--- config.mk ---
export PLATFORM = sky130hd
export DESIGN_NAME = bin_thresh_ctrl
export DESIGN_NICKNAME = d
export VERILOG_FILES = /design/src/rtl/bin_thresh_ctrl.sv
export SDC_FILE = /design/constraint.sdc
export NUM_CORES = 1
export LEC_CHECK = 0
export ABC_AREA = 1
export CORE_MARGIN = 4
export CORE_UTILIZATION = 60
export DETAILED_ROUTE_END_ITERATION = 10
export GPL_TIMING_DRIVEN = 0
export PLACE_DENSITY_LB_ADDON = 0.2
export SKIP_LAST_GASP = 1
export SLEW_MARGIN = 25
export SYNTH_ARGS = -nofsm -noshare
export SYNTH_HDL_FRONTEND = slang
export SYNTH_SLANG_ARGS = --single-unit
--- constraint.sdc ---
create_clock -name clk -period 3.78 [get_ports clk]
set_clock_uncertainty 0.15 [all_clocks]
set_input_delay 0.378 -clock clk [delete_from_list [all_inputs] [get_ports clk]]
set_output_delay 0.378 -clock clk [all_outputs]
set_load 0.005 [all_outputs]
--- src/rtl/bin_thresh_ctrl.sv ---
// Binarization threshold controller: per-frame luminance mean (or manual value)
// plus signed offset, loaded into thr only at frame boundaries.
//
// state | meaning
// IDLE  | accumulating pixels, waiting for a frame boundary
// DIV   | 8-cycle restoring division sum / cnt, quotient MSB first
// APPLY | add offset, clamp to 0..255, load thr
module bin_thresh_ctrl #(
  parameter int DEFAULT_THR = 30,
  parameter int CNT_W       = 20
) (
  input  logic       clk,
  input  logic       rst_n,
  input  logic       pre_frame_vsync,
  input  logic       pre_frame_de,
  input  logic [7:0] color,
  input  logic       auto_en,
  input  logic [7:0] manual_thr,
  input  logic [7:0] thr_offset,
  output logic [7:0] thr,
  output logic       thr_upd,
  output logic       busy,
  output logic       ovf
);

  localparam int SUM_W = CNT_W + 8;

  typedef enum logic [1:0] {IDLE, DIV, APPLY} state_t;

  state_t           state, state_nxt;
  logic             vsync_q;
  logic             fb;
  logic [CNT_W-1:0] cnt;
  logic [SUM_W-1:0] sum;
  logic             cnt_sat;
  logic             start;
  logic             manual_load;
  logic [SUM_W-1:0] rem;
  logic [SUM_W-1:0] dvs;
  logic [7:0]       quo;
  logic [2:0]       iter;
  logic [9:0]       thr_sum;
  logic [7:0]       thr_clamp;
  logic             load_q;

  assign fb          = pre_frame_vsync & ~vsync_q;
  assign cnt_sat     = &cnt;
  assign start       = fb && (state == IDLE) && auto_en && (cnt != '0);
  assign manual_load = fb && (state == IDLE) && !auto_en;

  // 10-bit wrap of unsigned mean plus sign-extended offset; bit 9 = negative, bit 8 = above 255
  assign thr_sum = {2'b00, quo} + {{2{thr_offset[7]}}, thr_offset};

  always_comb begin
    thr_clamp = thr_sum[7:0];
    if (thr_sum[9])      thr_clamp = 8'h00;
    else if (thr_sum[8]) thr_clamp = 8'hFF;
  end

  always_ff @(posedge clk or negedge rst_n) begin
    if (!rst_n) vsync_q <= 1'b0;
    else        vsync_q <= pre_frame_vsync;
  end

  // A pixel arriving in the boundary cycle opens the new frame's statistics
  always_ff @(posedge clk or negedge rst_n) begin
    if (!rst_n) begin
      cnt <= '0;
      sum <= '0;
    end else if (fb) begin
      cnt <= pre_frame_de ? CNT_W'(1) : '0;
      sum <= pre_frame_de ? SUM_W'(color) : '0;
    end else if (pre_frame_de && !cnt_sat) begin
      cnt <= cnt + CNT_W'(1);
      sum <= sum + SUM_W'(color);
    end
  end

  always_ff @(posedge clk or negedge rst_n) begin
    if (!rst_n) state <= IDLE;
    else        state <= state_nxt;
  end

  always_comb begin
    state_nxt = state;
    case (state)
      IDLE:    if (start) state_nxt = DIV;
      DIV:     if (iter == 3'd7) state_nxt = APPLY;
      APPLY:   state_nxt = IDLE;
      default: state_nxt = IDLE;
    endcase
  end

  always_comb begin
    busy = (state != IDLE);
  end

  // Divisor is pre-shifted by 7 and walked right, so each step compares rem with cnt<<k
  always_ff @(posedge clk or negedge rst_n) begin
    if (!rst_n) begin
      rem  <= '0;
      dvs  <= '0;
      quo  <= '0;
      iter <= '0;
    end else if (start) begin
      rem  <= sum;
      dvs  <= {1'b0, cnt, 7'b0};
      quo  <= '0;
      iter <= '0;
    end else if (state == DIV) begin
      if (rem >= dvs) begin
        rem <= rem - dvs;
        quo <= {quo[6:0], 1'b1};
      end else begin
        quo <= {quo[6:0], 1'b0};
      end
      dvs  <= dvs >> 1;
      iter <= iter + 3'd1;
    end
  end

  always_ff @(posedge clk or negedge rst_n) begin
    if (!rst_n) begin
      thr     <= 8'(DEFAULT_THR);
      load_q  <= 1'b0;
      thr_upd <= 1'b0;
    end else begin
      load_q  <= manual_load || (state == APPLY);
      thr_upd <= load_q;
      if (manual_load)         thr <= manual_thr;
      else if (state == APPLY) thr <= thr_clamp;
    end
  end

  always_ff @(posedge clk or negedge rst_n) begin
    if (!rst_n)                           ovf <= 1'b0;
    else if ((fb && busy) || cnt_sat)     ovf <= 1'b1;
  end

endmodule
==> flow_summary.toml, run 1 <==
[drt]
drc_errors = 0
antenna_left = 0
drtIter0Drc = 862
routedWlPerCell_um = 17.3
vias = 9489
first_pass_iters = 6
via_per_inst = 5.71
routed_wl_um = 28800

[synth]
ys_types = 44
synth-seq-cells = 128
yosysWarnings = 0
syn_area_um2 = 9430
synth.avg_cell_area_um2 = 6.84
synth_nets = 1458
synthCells = 1378
synth-seq-area-share = 0.340

[clocking]
post-cts-setup-buffers = 0
clock-sinks = 128
cts-htree-levels = 4
clk_pin_slew_worst_paths_ps = 60
worst_skew_pair.late_latency_ps = 430
cts_buffers = 17
clockBufferDepth = 2
cts_tree = "yes"
cts.repair.resized = 0
postCtsHoldBufs = 1
cts_root_buf = "clkbuf_16"

[placed_design]
place_hpwl_um = 22200
io_buffer_count = 38
gp_congestion = 0.972

[layout]
layout.nets = 1517
n_antenna_cell = 0
finalCoreUtilization = 0.697
drive_gt1_frac = 0.0648
area_delta_synth_final_pct = 13.3

[grt]
grt_pass1_wl_um = 46100
track_usage = 0.330
grt_pass1_vias = 8853
overflow = 0
antenna_found_initial = 0
grt_max_degree = 78

[power]
netSwitchingFraction = 0.486
p_int_uw = 4390
total_power_uw = 8530
pwr-share-clk = 0.186
pwr-share-comb = 0.579
powerDensity_nw_per_um2 = 799
worst_ir_drop_vdd_mv = 0.488
leakage_uw = 0.00541
p_switching_uw = 4150
power_frac_seq = 0.235

[setup_path]
worstPathRequired_ps = 3990
start_kind = "register"
path_class = "reg -> reg"
reg2reg_to = "rem[25]"
crit_end = "rem[25]"
rrSetupSlack_ps = 890
r2r_cells = 12
cp_data_arrival_time_ps = 3100
cp_max_fo = 10
worst_setup_path_end_kind = "register"
worstSetupStartpoint = "dvs[0]"
reg2reg_from = "dvs[0]"

[timing]
setup-tns-final_ps = 0
setup_viol = 0
max_freq_ghz = 0.346
hold_viol = 0
tightest_slew_ps = 734
rsz0062_at_grt = "false"
drv_slew = 0
whs_ps = 199
fin_crit_sh = 0.765
period_minus_slack_ps = 2890
max_slew_margin = 0.511

[die]
die_y_um = 133
io_pins = 40
die_w_um = 133
rows = 45
initial_core_util = 0.615
dieArea_um2 = 17800
core_um2 = 15300

[min_path]
whs_path_depth = 0
worstHoldPathType = "reg -> reg"

[flow_run]
drv_cap = 0

[status]
status = "finished clean"
[state kept, by name, summed over array words and instances, names as in the netlist]
signal	flops
thr_upd	1
thr	8
quo	8
rem	28
state	2
cnt	20
iter	3
sum	28
load_q	1
vsync_q	1
ovf	1
dvs	27
[cell usage in the layout (no fill, tap or decap), drive strengths merged, types with 19 or more instances in the layout]
| cell | instances |
|---|---|
| inv | 233 |
| clkbuf | 32 |
| clkdlybuf4s50 | 37 |
| o21ai | 65 |
| buf | 25 |
| dfrtp | 124 |
| nand4 | 51 |
| nor2 | 103 |
| nand2 | 396 |
| o22ai | 23 |
| xor2 | 22 |
| nand3 | 131 |
| ha | 48 |
| a22oi | 19 |
| a21oi | 35 |
| nor3 | 24 |
[per-layer routing]
metal,vias to the layer above,GRT usage,wire length [µm]
met2,390,0.525,13100
met4,0,0.126,928
met3,67,0.0495,2210
met5,-,0,0
li1,4614,-,-
met1,4418,0.457,12600
[synth_stat cells, drive strengths merged]
cell type / count / area share
nand2: 396 / 0.16
inv: 231 / 0.092
nand3: 131 / 0.070
dfrtp: 124 / 0.33
nor2: 103 / 0.043
o21ai: 65 / 0.035
nand4: 51 / 0.034
ha: 48 / 0.064
a21oi: 35 / 0.019
nor3: 24 / 0.016
buf: 23 / 0.014
o22ai: 23 / 0.015
xor2: 22 / 0.020
a22oi: 19 / 0.015
clkbuf: 12 / 0.0048
nand3b: 11 / 0.0088
or2: 9 / 0.0060
xnor2: 9 / 0.0084
o21bai: 8 / 0.0064
a31oi: 6 / 0.0066
o31ai: 6 / 0.0048
nor4: 5 / 0.0033
dfstp: 4 / 0.011
fa: 3 / 0.0064
a21o: 2 / 0.0016
a22o: 2 / 0.0019
and2: 2 / 0.0013
o211ai: 2 / 0.0021
and3: 1 / 0.00066
clkinv: 1 / 0.00040
[final cells by class]
cell class	count	area, µm²
multi-input cells	983	5170
inverters	232	871
clock inverters	12	110
flip-flops and latches	128	3210
clock buffers	20	457
fillers	1372	4640
plain buffers	35	176
repair buffers	40	423
well taps	211	264
[worst max-delay path: stages (launching register included)]
cell and delay (ps):
dfrtp_1 390, ha_1 220, fa_1 410, inv_1 120, nand3_1 80, nand3_1 150, nand2_1 80, nand3b_1 170
nand2_1 70, nand3_1 210, buf_2 340, nand4_1 260, nand3_1 140
[stage by stage]
stage	std cells	setup WS [ps]	area, µm²
final	1661	888	10700
after detailed placement	1628	713	10100
after global placement	1627	-3030	10100
after CTS	1661	981	10700
after global routing	1661	812	10700
after floorplan	1378	1520	9430
[worst min-delay path by stage]
stage           start       to  slack (ps)
2_1_floorplan   rst_n   cnt[0]         -70
3_3_place_gp   load_q  thr_upd         180
3_5_place_dp    rst_n   dvs[4]         170
4_1_cts        load_q  thr_upd         200
5_1_grt        load_q  thr_upd         220
6_report       load_q  thr_upd         200
[cells by family after synthesis]
| family | synth area share |
|---|---|
| AO/OA/AOI/OAI | 0.108 |
| adder cells (fa/ha/maj) | 0.0701 |
| flip-flops | 0.340 |
| XOR/XNOR | 0.0288 |
| AND/OR/NAND/NOR | 0.342 |
| buffers and inverters | 0.111 |
[power by group through the flow]
stage	combinational, µW	sequential, µW	clock, µW
finish	4940	2000	1590
detailed placement	4780	2020	0
floorplan	3480	1950	0
global route	5500	2050	1660
CTS	4830	2000	1600
global placement	4700	2000	0
No activity file was read; power rests on OpenSTA's default activity.
==> inputs of run 2 (changes only) <==
==> constraint.sdc (replaced) <==
create_clock -name clk -period 2.8 [get_ports clk]
set_clock_uncertainty 0.15 [all_clocks]
set_input_delay 0.28 -clock clk [delete_from_list [all_inputs] [get_ports clk]]
set_output_delay 0.28 -clock clk [all_outputs]
set_load 0.005 [all_outputs]
==> run 2 against run 1 <==
  * Clock power increased by 36%
  * Die area unchanged
  * Design area increased by 0.12%
  * Sequential power increased by 36%
  * Setup slack got worse by 760 ps
  * Global-route usage unchanged
  * Routed wire length increased by 0.62%
  * Register-to-register slack got worse by 760 ps
  * Critical path type unchanged
==> flow_summary.toml, run 2 (synthesis results as in run 1) <==
[drt]
drc_errors = 0
drtIter0Drc = 869
routedWlPerCell_um = 17.5
antenna_left = 0
routed_wl_um = 29000
via_per_inst = 5.75
vias = 9555
first_pass_iters = 8

[grt]
grt_pass1_vias = 8853
overflow = 0
grt_max_degree = 78
grt_pass1_wl_um = 46100
antenna_found_initial = 0
track_usage = 0.330

[die]
io_pins = 40
initial_core_util = 0.615
rows = 45
die_y_um = 133
core_um2 = 15300
die_w_um = 133
dieArea_um2 = 17800

[timing]
tightest_slew_ps = 719
max_freq_ghz = 0.374
drv_slew = 0
hold_viol = 0
fin_crit_sh = 0.955
setup-tns-final_ps = 0
setup_viol = 0
period_minus_slack_ps = 2670
max_slew_margin = 0.521

[layout]
drive_gt1_frac = 0.0662
top_regs = "rem x28, sum x28, dvs x27"
area_delta_synth_final_pct = 13.4
final_common_cell = "nand2_1"
final_cell_mix = "nand2_1, inv_1, nand3_1"
layout.nets = 1517
n_antenna_cell = 0

[min_path]
worstHoldPathType = "in -> reg"

[clocking]
cts_tree = "yes"
cts_buffers = 17
clockBufferDepth = 2
clock-sinks = 128
cts-htree-levels = 4
clk_pin_slew_worst_paths_ps = 60
worst_skew_pair.late_latency_ps = 430
post-cts-setup-buffers = 0
cts_root_buf = "clkbuf_16"

[setup_path]
cp_data_arrival_time_ps = 2820
path_class = "reg -> reg"
critPathTopFamily = "simple AND/OR/NAND/NOR gates"
start_kind = "register"
crit_chain = "ha_1 > fa_1 > inv_1 > nand3_1 > nand3_1 > nand2_1 > nand3b_1 > nand2_1 > nand3_2 > nand2_1 > buf_2 > nand3_1 > nand3_1"
crit_top_cell = "nand3_1"
crit_buf_inv = 2
critPathMaxStageDelay_ps = 410
crit_path_top_delay_cell = "fa_1"
worst_setup_path_end_kind = "register"
cp_max_fo = 10
worstPathRequired_ps = 2950

[power]
leakage_uw = 0.00541
powerDensity_nw_per_um2 = 1080
total_power_uw = 11500
worst_ir_drop_vdd_mv = 0.665

[flow_run]
drv_cap = 0

[status]
status = "finished clean"

[placed_design]
place_hpwl_um = 22200
io_buffer_count = 38
gp_congestion = 0.972
[run 2: changes by cell type in the layout (fill, tap and decap cells not counted)]
cell	previous run	this run
buf_2	15	13
nand3_1	131	130
buf_4	1	3
nand2_2	2	3
nand2_1	392	391
nand3_2	0	1
[run 2: power by group]
group          total, µW  internal [µW]  switching [µW]
Combinational       6680           2300            4380
Sequential          2710           2370             343
Clock               2160           1270             888
Total              11500           5940            5610
[run 2: per-layer routing]
metal,up-vias,global-route usage,wire [µm]
li1,4614,-,-
met1,4465,0.457,12600
met2,411,0.525,13200
met3,65,0.0495,2280
met4,0,0.126,998
met5,-,0,0
[run 2: worst register-to-register path: cells and delay by family (launching register included)]
| kind | cells | cell delay (ps) |
|---|---|---|
| buf+inv | 2 | 340 |
| flops | 1 | 400 |
| fa+ha+maj | 2 | 630 |
| simple gates | 9 | 1030 |
[run 2: area by class of cell]
class | count | area (µm²)
Multi-Input combinational cell | 983 | 5180
Fill cell | 1376 | 4620
Sequential cell | 128 | 3210
Inverter | 232 | 871
Clock buffer | 20 | 457
Timing Repair Buffer | 40 | 423
Tap cell | 211 | 264
Buffer | 35 | 181
Clock inverter | 12 | 110
[run 2: worst paths after layout]
| check | start | to | depth (start not counted) | slack (ps) |
|---|---|---|---|---|
| hold reg to reg | load_q | thr_upd | 0 | 200 |
| max in group asynchronous | rst_n | cnt[8] | 3 | 1590 |
| setup reg to reg | dvs[0] | rem[24] | 13 | 130 |
| hold / removal | pre_frame_vsync | vsync_q | 1 | 170 |
| setup / recovery | dvs[0] | rem[24] | 13 | 130 |
| min in group asynchronous | rst_n | dvs[4] | 2 | 200 |
[run 2: per-stage QoR]
step	hold slack [ps]	instance area (µm²)	cells	utilization	setup slack, ps
after floorplan	-166	9430	1378	-	542
after global placement	184	10100	1627	0.658	-3920
after detailed placement	67.4	10100	1628	0.660	-169
after CTS	155	10700	1661	0.697	1.27
after global routing	174	10700	1661	0.698	-12.1
final	172	10700	1661	0.698	126
[run 2: timing repair]
action                                  in CTS  in global routing
endpoints found under the hold margin       51                  0
endpoints found under the setup margin       0                 29
resized for setup                            0                  6
hold buffers                                 1                  0
